File: src/rtl/tinyalu_cmd_driver.sv
// tinyalu_cmd_driver: valid/ready command front end that drives the TinyALU start/done handshake
module tinyalu_cmd_driver #(
  parameter int TIMEOUT_CYCLES = 16,
  parameter int CNT_W = $clog2(TIMEOUT_CYCLES + 1)
) (
  input  logic        clk,
  input  logic        reset_n,
  input  logic        cmd_valid,
  output logic        cmd_ready,
  input  logic [7:0]  cmd_a,
  input  logic [7:0]  cmd_b,
  input  logic [2:0]  cmd_op,
  output logic [7:0]  alu_a,
  output logic [7:0]  alu_b,
  output logic [2:0]  alu_op,
  output logic        alu_start,
  input  logic        alu_done,
  input  logic [15:0] alu_result,
  output logic        rsp_valid,
  input  logic        rsp_ready,
  output logic [15:0] rsp_result,
  output logic [2:0]  rsp_op,
  output logic        rsp_timeout,
  output logic        busy
);
  typedef enum logic [1:0] {IDLE, ISSUE, RESP, GAP} state_t;
  state_t state;
  logic [CNT_W-1:0] cnt;
  logic legal;
  assign legal = cmd_op inside {3'd1, 3'd2, 3'd3, 3'd4};
  // Operation sequencer: accept, issue to the ALU under watchdog, hold the response, then one idle gap
  always_ff @(posedge clk or negedge reset_n) begin
    if (!reset_n) begin
      state       <= IDLE;
      cnt         <= '0;
      cmd_ready   <= 1'b1;
      alu_a       <= '0;
      alu_b       <= '0;
      alu_op      <= '0;
      alu_start   <= 1'b0;
      rsp_valid   <= 1'b0;
      rsp_result  <= '0;
      rsp_op      <= '0;
      rsp_timeout <= 1'b0;
      busy        <= 1'b0;
    end else begin
      case (state)
        IDLE: if (cmd_valid) begin
          cmd_ready <= 1'b0;
          busy      <= 1'b1;
          rsp_op    <= cmd_op;
          if (legal) begin
            state     <= ISSUE;
            alu_a     <= cmd_a;
            alu_b     <= cmd_b;
            alu_op    <= cmd_op;
            alu_start <= 1'b1;
            cnt       <= CNT_W'(1);
          end else begin
            state       <= RESP;
            rsp_valid   <= 1'b1;
            rsp_result  <= '0;
            rsp_timeout <= 1'b0;
          end
        end
        ISSUE: if (alu_done || cnt == CNT_W'(TIMEOUT_CYCLES)) begin
          state       <= RESP;
          alu_start   <= 1'b0;
          rsp_valid   <= 1'b1;
          rsp_result  <= alu_done ? alu_result : 16'h0;
          rsp_timeout <= !alu_done;
        end else begin
          cnt <= cnt + 1'b1;
        end
        RESP: if (rsp_ready) begin
          state     <= GAP;
          rsp_valid <= 1'b0;
        end
        GAP: begin
          state     <= IDLE;
          cmd_ready <= 1'b1;
          busy      <= 1'b0;
        end
      endcase
    end
  end
endmodule

File: config.mk
export PLATFORM = sky130hd
export DESIGN_NAME = tinyalu_cmd_driver
export DESIGN_NICKNAME = d
export VERILOG_FILES = /design/src/rtl/tinyalu_cmd_driver.sv
export SDC_FILE = /design/constraint.sdc
export NUM_CORES = 1
export LEC_CHECK = 0
export CAP_MARGIN = 20
export CORE_MARGIN = 4
export CORE_UTILIZATION = 40
export CTS_CLUSTER_SIZE = 16
export DETAILED_ROUTE_END_ITERATION = 8
export PLACE_DENSITY = 0.76
export RECOVER_POWER = 50
export SLEW_MARGIN = 30
export SYNTH_ARGS = -nofsm -noshare
export SYNTH_HDL_FRONTEND = slang
export SYNTH_SLANG_ARGS = --single-unit
File: constraint.sdc
create_clock -name clk -period 1.8 [get_ports clk]
set_clock_uncertainty 0.15 [all_clocks]
set_input_delay 0.54 -clock clk [delete_from_list [all_inputs] [get_ports clk]]
set_output_delay 0.54 -clock clk [all_outputs]
set_load 0.05 [all_outputs]
# Word-level counts from Yosys, hierarchy flattened
# Cells that the tools add are included.
# op_classes
n_addsub	1
n_eq_ne	14
mux	31
n_reduce_logical	15
# op_table
cell	n
16-bit two-way mux	4
16-bit one-hot mux with 2 select lines	1
5-bit two-way mux	3
1-bit two-way mux	12
2-bit != test (second input constant)	6
4-bit AND reduction	3
5-bit one-hot mux with 2 select lines	1
2-bit two-way mux	4
1-bit one-hot mux with 2 select lines	4
2-bit one-hot mux with 4 select lines	1
3-bit by 2-bit == test with 1-bit output (second input constant)	2
3-bit AND reduction	2
5-bit by 1-bit adder with 5-bit output (second input constant)	1
5-bit == test (second input constant)	1
5-bit AND reduction	1
2-bit == test (second input constant)	2
2-bit AND reduction	2
2-bit nonzero test	2
4-bit nonzero test	1
3-bit by 1-bit == test with 1-bit output (second input constant)	1
3-bit == test (second input constant)	1
1-bit one-hot mux with 3 select lines	1
3-bit nonzero test	1
2-bit by 1-bit == test with 1-bit output (second input constant)	1
3 further kinds	3
# totals
ff_bits	50
inputBits	40
output_inout_bits	43
wordCells	73

# Depth between registers and ports, before layout
# Gate-level depths: netlist of the first run.
# depth
ltp_word	5
mapped_depth	8
depth_no_buf	6

# Worst setup path after synthesis of the first run
# Ideal clock, no wire load.
# synth_path
path_kind	in2reg
start	input cmd_op[2]
end	register rsp_result[10]
setup_ns	0.121
t_arrival_ns	1.593
required_time_ns	1.529
path_slack_ns	-0.063
cell_stages	5
n_path_buf	1
cell_sequence	or3_4 -> a21oi_4 -> o21ai_4 -> buf_6 -> a22o_1
# synth_between
elab_chain_len	4
elab_cells_between_ends	7
cone_classes	5 x eq/ne; 2 x reduce/logical
# synth_rtl
item	line	rtl
from (decl)	12	input logic [2:0] cmd_op,
3-bit by 1-bit == test with 1-bit output (tied with other cells)	30	assign legal = cmd_op inside {3'd1, 3'd2, 3'd3, 3'd4};
4-bit nonzero test (*)	30	
2-bit != test (no source line) (*)	-	
4-bit AND reduction (no source line) (*)	-	
to (signal assigned)	70	rsp_result <= alu_done ? alu_result : 16'h0;
to (decl)	21	output logic [15:0] rsp_result,
# Mark *: on every way between the ends. The rest lies on a longest branch, timed or not.
# A chain may end at the register's enable or synchronous reset.

# Worst setup path after layout of the first run
# layout_path
start	input cmd_op[2]
end	register rsp_result[14]
# Same word-level chain as after synthesis.

==> flow_summary.ini, run 1 <==
[logic_synthesis]
avgSynthCellArea_um2 = 10.56
synth_cell_types = 51
synth.net_count = 266
yosysTopAreaCell = dfrtp_1
ys_seq_area_share_pct = 53.93
netlist_top_cells_area = dfrtp_1 (53%), nand2_1 (10%), a22o_1 (5.7%), ha_1 (3.2%), mux2i_1 (1.7%)
ys_seq_elements = 50
yosysWarningCount = 0
yosysTopAreaCellShare_pct = 52.80
syn_inst = 220
async_flop_share_pct = 100.0
synthFlopType = dfrtp_1
netlist_area_mm2 = 0.002322
synth-edff-count = 0

[critical_path]
cp.arrival_ns = 1.84
crit-reg2reg-launch = state[0]$_DFFE_PN0P_
crit_type = input pin to flop
required_ns = 1.84
cp_slowest_stage_delay_ns = 0.38
reg2reg_depth = 8
worstSetupStartpointType = input pin
end_kind = flop
rr_endpoint = cnt[3]$_DFFE_PN0P_
path_depth = 6
crit_family = compound AO/OA/AOI/OAI gates
critPathSlowestCell = or3_4
rrSetupSlack_ns = 0.02
crit_buf_inv = 2
cp_max_fo = 17
crit_chain = clkdlybuf4s15_2, or3_4, a21oi_4, o21ai_4, buf_12, a22o_2

[clocking]
clock_path_buffers = 2
cts_sinks = 50
htree_num_levels = 2
cts.clk_slew.worst_paths_ns = 0.08
clk_latency_ns = 0.30
cts_root_buf = clkbuf_8
cts_tree = done
cts_inserted_buffers = 5

[cells_and_area]
drive_gt1_share_pct = 36.69
antenna_cells = 0
layout_common_cells = nand2_1 (62), dfrtp_1 (49), buf_12 (46)
nets = 384
layout.cells.non_filler = 410
final_cell_area_mm2 = 0.004135
syn_to_final_growth_pct = 78.07
final_common_cell = nand2_1

[grt]
grt_usage_pct = 18.35
grt-ovfl-total = 0
grt_pass1_wl_mm = 10.45
grt_max_degree = 23
grt_pass1_vias = 2144
antenna_found_initial = 0

[placement]
placed_cells = 399
finalWeightedCongestion = 0.8290
hpwlAfterDp_mm = 4.838
io_buffers = 82
dpl-instance-area_mm2 = 0.003900

[routing]
drc_errors = 0
vias_per_cell = 5.098
first_pass_iters = 4
drt_iter0_drc = 123
ant_nets = 0
wirelength_mm = 6.648
wl_per_cell_um = 16.21
dr_total_vias = 2090

[sta]
tightest_slew_ns = 0.5070
maxSlewHeadroom_pct = 66.20
hold_violations = 0
holdWs_ns = 0.3654
setup_viol = 0
max_freq_mhz = 557.1
min_period_ns = 1.795
slew_viol_final = 0
setup-tns-final_ns = 0
period_share_pct = 99.73

[power_and_ir_drop]
power_frac_clock_pct = 9.7
p_int_uw = 4713
p_per_area_mw_per_mm2 = 2008
ir_drop_mv = 1.157
finalPower_uw = 8303
p_leak_uw = 0.001941
p_comb_share_pct = 64.0
p_seq_share_pct = 26.4
switchingPower_uw = 3591
switching_share_pct = 43.24

[worst_hold_path]
min_from = cmd_ready$_DFFE_PN1P_
hp-class = flop to flop
hold_depth = 2
min_to = cmd_ready$_DFFE_PN1P_

[outcome]
outcome = finished, final reports clean

[floorplanning]
dieArea_mm2 = 0.007089
fp-row-count = 27
die_h_um = 84.20
ios = 83
core_mm2 = 0.005574
die_w_um = 84.20
start_util_pct = 41.66

[job]
maxCapViolations = 0
[power groups by stage]
| stage | clock network, µW | registers [µW] | logic (µW) |
|---|---|---|---|
| 2_1_floorplan | 0 | 3450 | 1140 |
| 3_3_place_gp | 0 | 2170 | 4970 |
| 3_5_place_dp | 0 | 2190 | 5090 |
| 4_1_cts | 825 | 2180 | 5220 |
| 5_1_grt | 884 | 2250 | 5570 |
| 6_report | 801 | 2190 | 5310 |
[registers in the layout (all words and copies together), names as in the netlist]
register	flops
alu_op	3
alu_a	8
cnt	5
alu_b	8
busy	1
rsp_timeout	1
rsp_valid	1
cmd_ready	1
state	2
rsp_op	3
rsp_result	16
alu_start	1
[layout make-up]
type	instances	area (µm²)
multi-input cells	152	1087
inverters	9	33.78
well taps	72	90.09
clock buffers	6	82.58
flip-flops and latches	50	1252
clock inverters	1	30.03
fillers	358	1439
repair buffers	120	1559
[routing by layer]
| metal | vias up | wire length, µm | global-route usage (%) |
|---|---|---|---|
| li1 | 997 | - | - |
| met1 | 1013 | 2737 | 23.34 |
| met2 | 69 | 3381 | 31.92 |
| met3 | 11 | 427 | 4.220 |
| met4 | 0 | 101 | 3.947 |
| met5 | - | 0 | 0 |
[cells in the mapped netlist, drive strengths merged (2+ instances only)]
library cell and instances:
nand2 64, a21oi 4, o21ai 12, inv 9, o211ai 2, o211a 2, a31oi 2, o2bb2ai 2
o221ai 2, ha 6, or3 2, dfrtp 49, mux2i 4, clkbuf 3, and2 2, mux2 3
and4 2, buf 6, nor2b 3, nor2 4, nor3 3, a22o 16, nand2b 2, nand3 3
[timing repair]
item                                    CTS  global route
pin swaps                                 3             3
endpoints found under the setup margin   44            41
hold endpoints to repair                  8             0
hold buffers                              1             0
resized for setup                        19            16
setup buffers                             2             1
[cell families after synthesis]
family	after synthesis	synth area share (%)
AOI/OAI and AO/OA	50	17.57
adders and majority gates	6	3.233
buffers and inverters	18	3.987
DFF	50	53.93
muxes	7	3.340
and+or+nand+nor	89	17.94
[metrics by stage]
stage          setup slack (ns)  utilization, %
2_1_floorplan          -0.02635               -
3_3_place_gp            -0.6006           69.97
3_5_place_dp            -0.7331           69.97
4_1_cts                0.003025           72.93
5_1_grt                -0.05119           74.19
6_report               0.004938           74.19
[how the worst max path moves through the flow]
| stage | start | end | slack, ns |
|---|---|---|---|
| after global placement | cmd_op[2] | rsp_result[14]$_DFFE_PN0P_ | -0.60 |
| after global routing | state[0]$_DFFE_PN0P_ | state[0]$_DFFE_PN0P_ | -0.05 |
| final | cmd_op[2] | rsp_result[14]$_DFFE_PN0P_ | 0.005 |
| after detailed placement | cmd_op[2] | rsp_result[14]$_DFFE_PN0P_ | -0.73 |
| after CTS | state[0]$_DFFE_PN0P_ | alu_a[4]$_DFFE_PN0P_ | 0.003 |
| after floorplan | cmd_op[2] | rsp_result[10]$_DFFE_PN0P_ | -0.03 |
[worst reg2reg max path, stage by stage (launching register included)]
cell     delay, ns
dfrtp_1       0.45
inv_2         0.11
ha_4          0.17
nand2_4       0.08
buf_4         0.17
nor3_4        0.14
buf_4         0.18
o211a_1       0.18
nor3_2        0.05
(Power assumes the default switching activity.)
==> run 2: changes to the inputs <==
--- a/config.mk
+++ b/config.mk
@@ -5,12 +5,10 @@
 export SDC_FILE = /design/constraint.sdc
 export NUM_CORES = 1
 export LEC_CHECK = 0
-export CAP_MARGIN = 20
-export CORE_MARGIN = 4
 export CORE_UTILIZATION = 40
 export CTS_CLUSTER_SIZE = 16
 export DETAILED_ROUTE_END_ITERATION = 8
-export PLACE_DENSITY = 0.76
+export PLACE_DENSITY_LB_ADDON = 0.12
 export RECOVER_POWER = 50
 export SLEW_MARGIN = 30
 export SYNTH_ARGS = -nofsm -noshare
==> run 2 against run 1 <==
  * Utilization down 0.56 points
  * Routed wire length down 9.6%
  * Setup slack better by 0.054 ns
  * Hold slack better by 0.0028 ns
  * Clock power up 0.7%
  * Maximum frequency up 3.1%
  * Count of clock-buffer cells in the layout unchanged
  * Cell area down 1.4%
==> flow_summary.ini, run 2 (same netlist as run 1, synthesis figures left out) <==
[routing]
wirelength_mm = 6.011
drc_errors = 0
first_pass_iters = 4
dr_total_vias = 2080
drt_iter0_drc = 74
vias_per_cell = 5.111
ant_nets = 0
wl_per_cell_um = 14.77

[floorplanning]
start_util_pct = 41.92
fp-row-count = 27
ios = 83
die_w_um = 78.20
die_h_um = 78.20
dieArea_mm2 = 0.006114
core_mm2 = 0.005540

[power_and_ir_drop]
finalPower_uw = 8210
ir_drop_mv = 1.163
p_leak_uw = 0.001919
p_per_area_mw_per_mm2 = 2013

[sta]
holdWs_ns = 0.3682
maxSlewHeadroom_pct = 28.31
setup_viol = 0
slew_viol_final = 0
period_share_pct = 96.71
max_freq_mhz = 574.5
hold_violations = 0
grt_setup_unrepaired = true
tightest_slew_ns = 1.075
min_period_ns = 1.741

[critical_path]
critPathSlowestCell = dfrtp_1
crit_buf_inv = 2
cp.arrival_ns = 1.79
end_kind = flop
cp_max_fo = 7
crit_type = flop to flop
crit_chain = inv_2, ha_1, nand4bb_1, nand2_2, o21ai_4, buf_6, a22o_2
crit_family = simple AND/OR/NAND/NOR gates
worstSetupStartpointType = flop
path_depth = 7
required_ns = 1.85
reg2reg_depth = 7
cp_slowest_stage_delay_ns = 0.40

[cells_and_area]
syn_to_final_growth_pct = 75.65
top_regs = rsp_result: 16 flops, alu_a: 8 flops, alu_b: 8 flops
regMostFlops = rsp_result
antenna_cells = 0
layout_common_cells = nand2_1 (62), dfrtp_1 (48), buf_12 (47)
nets = 381
largest_reg_flops = 16
drive_gt1_share_pct = 34.93
final_common_cell = nand2_1

[clocking]
cts_sinks = 50
cts_root_buf = clkbuf_8
cts_tree = done
ctsHoldBuffers = 0
cts_inserted_buffers = 5
cts.clk_slew.worst_paths_ns = 0.09
clk_latency_ns = 0.30
htree_num_levels = 2
clock_path_buffers = 2

[job]
maxCapViolations = 0

[grt]
grt_usage_pct = 20.35
grt_pass1_vias = 2059
grt_pass1_wl_mm = 9.735
grt_max_degree = 51
grt-ovfl-total = 0
antenna_found_initial = 0

[placement]
hpwlAfterDp_mm = 4.278
io_buffers = 82
finalWeightedCongestion = 0.7526

[outcome]
outcome = finished, final reports clean

[worst_hold_path]
hp-class = input pin to async pin
-- run 2: cell count changes in the layout (fill, tap and decap cells not counted), sizes merged --
cell           delta
clkbuf            -1
clkdlybuf4s15     -1
dlygate4sd3       -1
-- run 2: worst reg2reg max path: stages (launching register included) --
cell and delay (ns):
dfrtp_1 0.40, inv_2 0.06, ha_1 0.15, nand4bb_1 0.24, nand2_2 0.18, o21ai_4 0.08, buf_6 0.13, a22o_2 0.25
-- run 2: layer usage --
metal | track usage (%) | wire length, µm
met1 | 25.43 | 2603
met3 | 3.605 | 244
met2 | 35.70 | 3104
met5 | 0 | 0
met4 | 6.296 | 59
-- run 2: path summary, 6_finish.rpt --
kind	from	end	slack, ns
min in group clk	cmd_ready$_DFFE_PN1P_	cmd_ready$_DFFE_PN1P_	0.37
min	reset_n	rsp_result[1]$_DFFE_PN0P_	0.37
max	cnt[0]$_DFFE_PN0P_	rsp_result[14]$_DFFE_PN0P_	0.06
min reg2reg	cmd_ready$_DFFE_PN1P_	cmd_ready$_DFFE_PN1P_	0.37
max in group asynchronous	reset_n	state[0]$_DFFE_PN0P_	0.41
max reg2reg	cnt[0]$_DFFE_PN0P_	rsp_result[14]$_DFFE_PN0P_	0.06
-- run 2: repair_timing --
item / 4_1_cts / 5_1_grt
resized for setup: 18 / 14
endpoints found under the setup margin: 44 / 26
pin swaps: 4 / 5
cloned: 0 / 0
endpoints found under the hold margin: 0 / 0
buffers inserted: 2 / 1
-- run 2: where the power goes --
part | switching, µW | internal, µW | total, µW
Clock | 362 | 445 | 807
Sequential | 551 | 1640 | 2190
Combinational | 2610 | 2600 | 5210
Total | 3530 | 4680 | 8210
-- run 2: layout make-up --
type	instances	area (µm²)
Inverter	9	33.78
Clock buffer	6	82.58
Tap cell	72	90.09
Timing Repair Buffer	117	1546
Fill cell	370	1461
Multi-Input combinational cell	152	1042
Clock inverter	1	30.03
Sequential cell	50	1254
-- run 2: per-stage QoR --
stage                     utilization [%]  setup TNS, ns  setup WS (ns)  instance area (µm²)  instances
after global placement              70.35         -26.54        -0.6864                 3897        397
after floorplan                         -        -0.2632       -0.02635                 2325        220
after CTS                           72.92              0        0.01564                 4040        406
after global routing                73.62       -0.01102       -0.01063                 4079        407
after detailed placement            70.35         -29.46        -0.7941                 3897        397
final                               73.62              0        0.05928                 4079        407
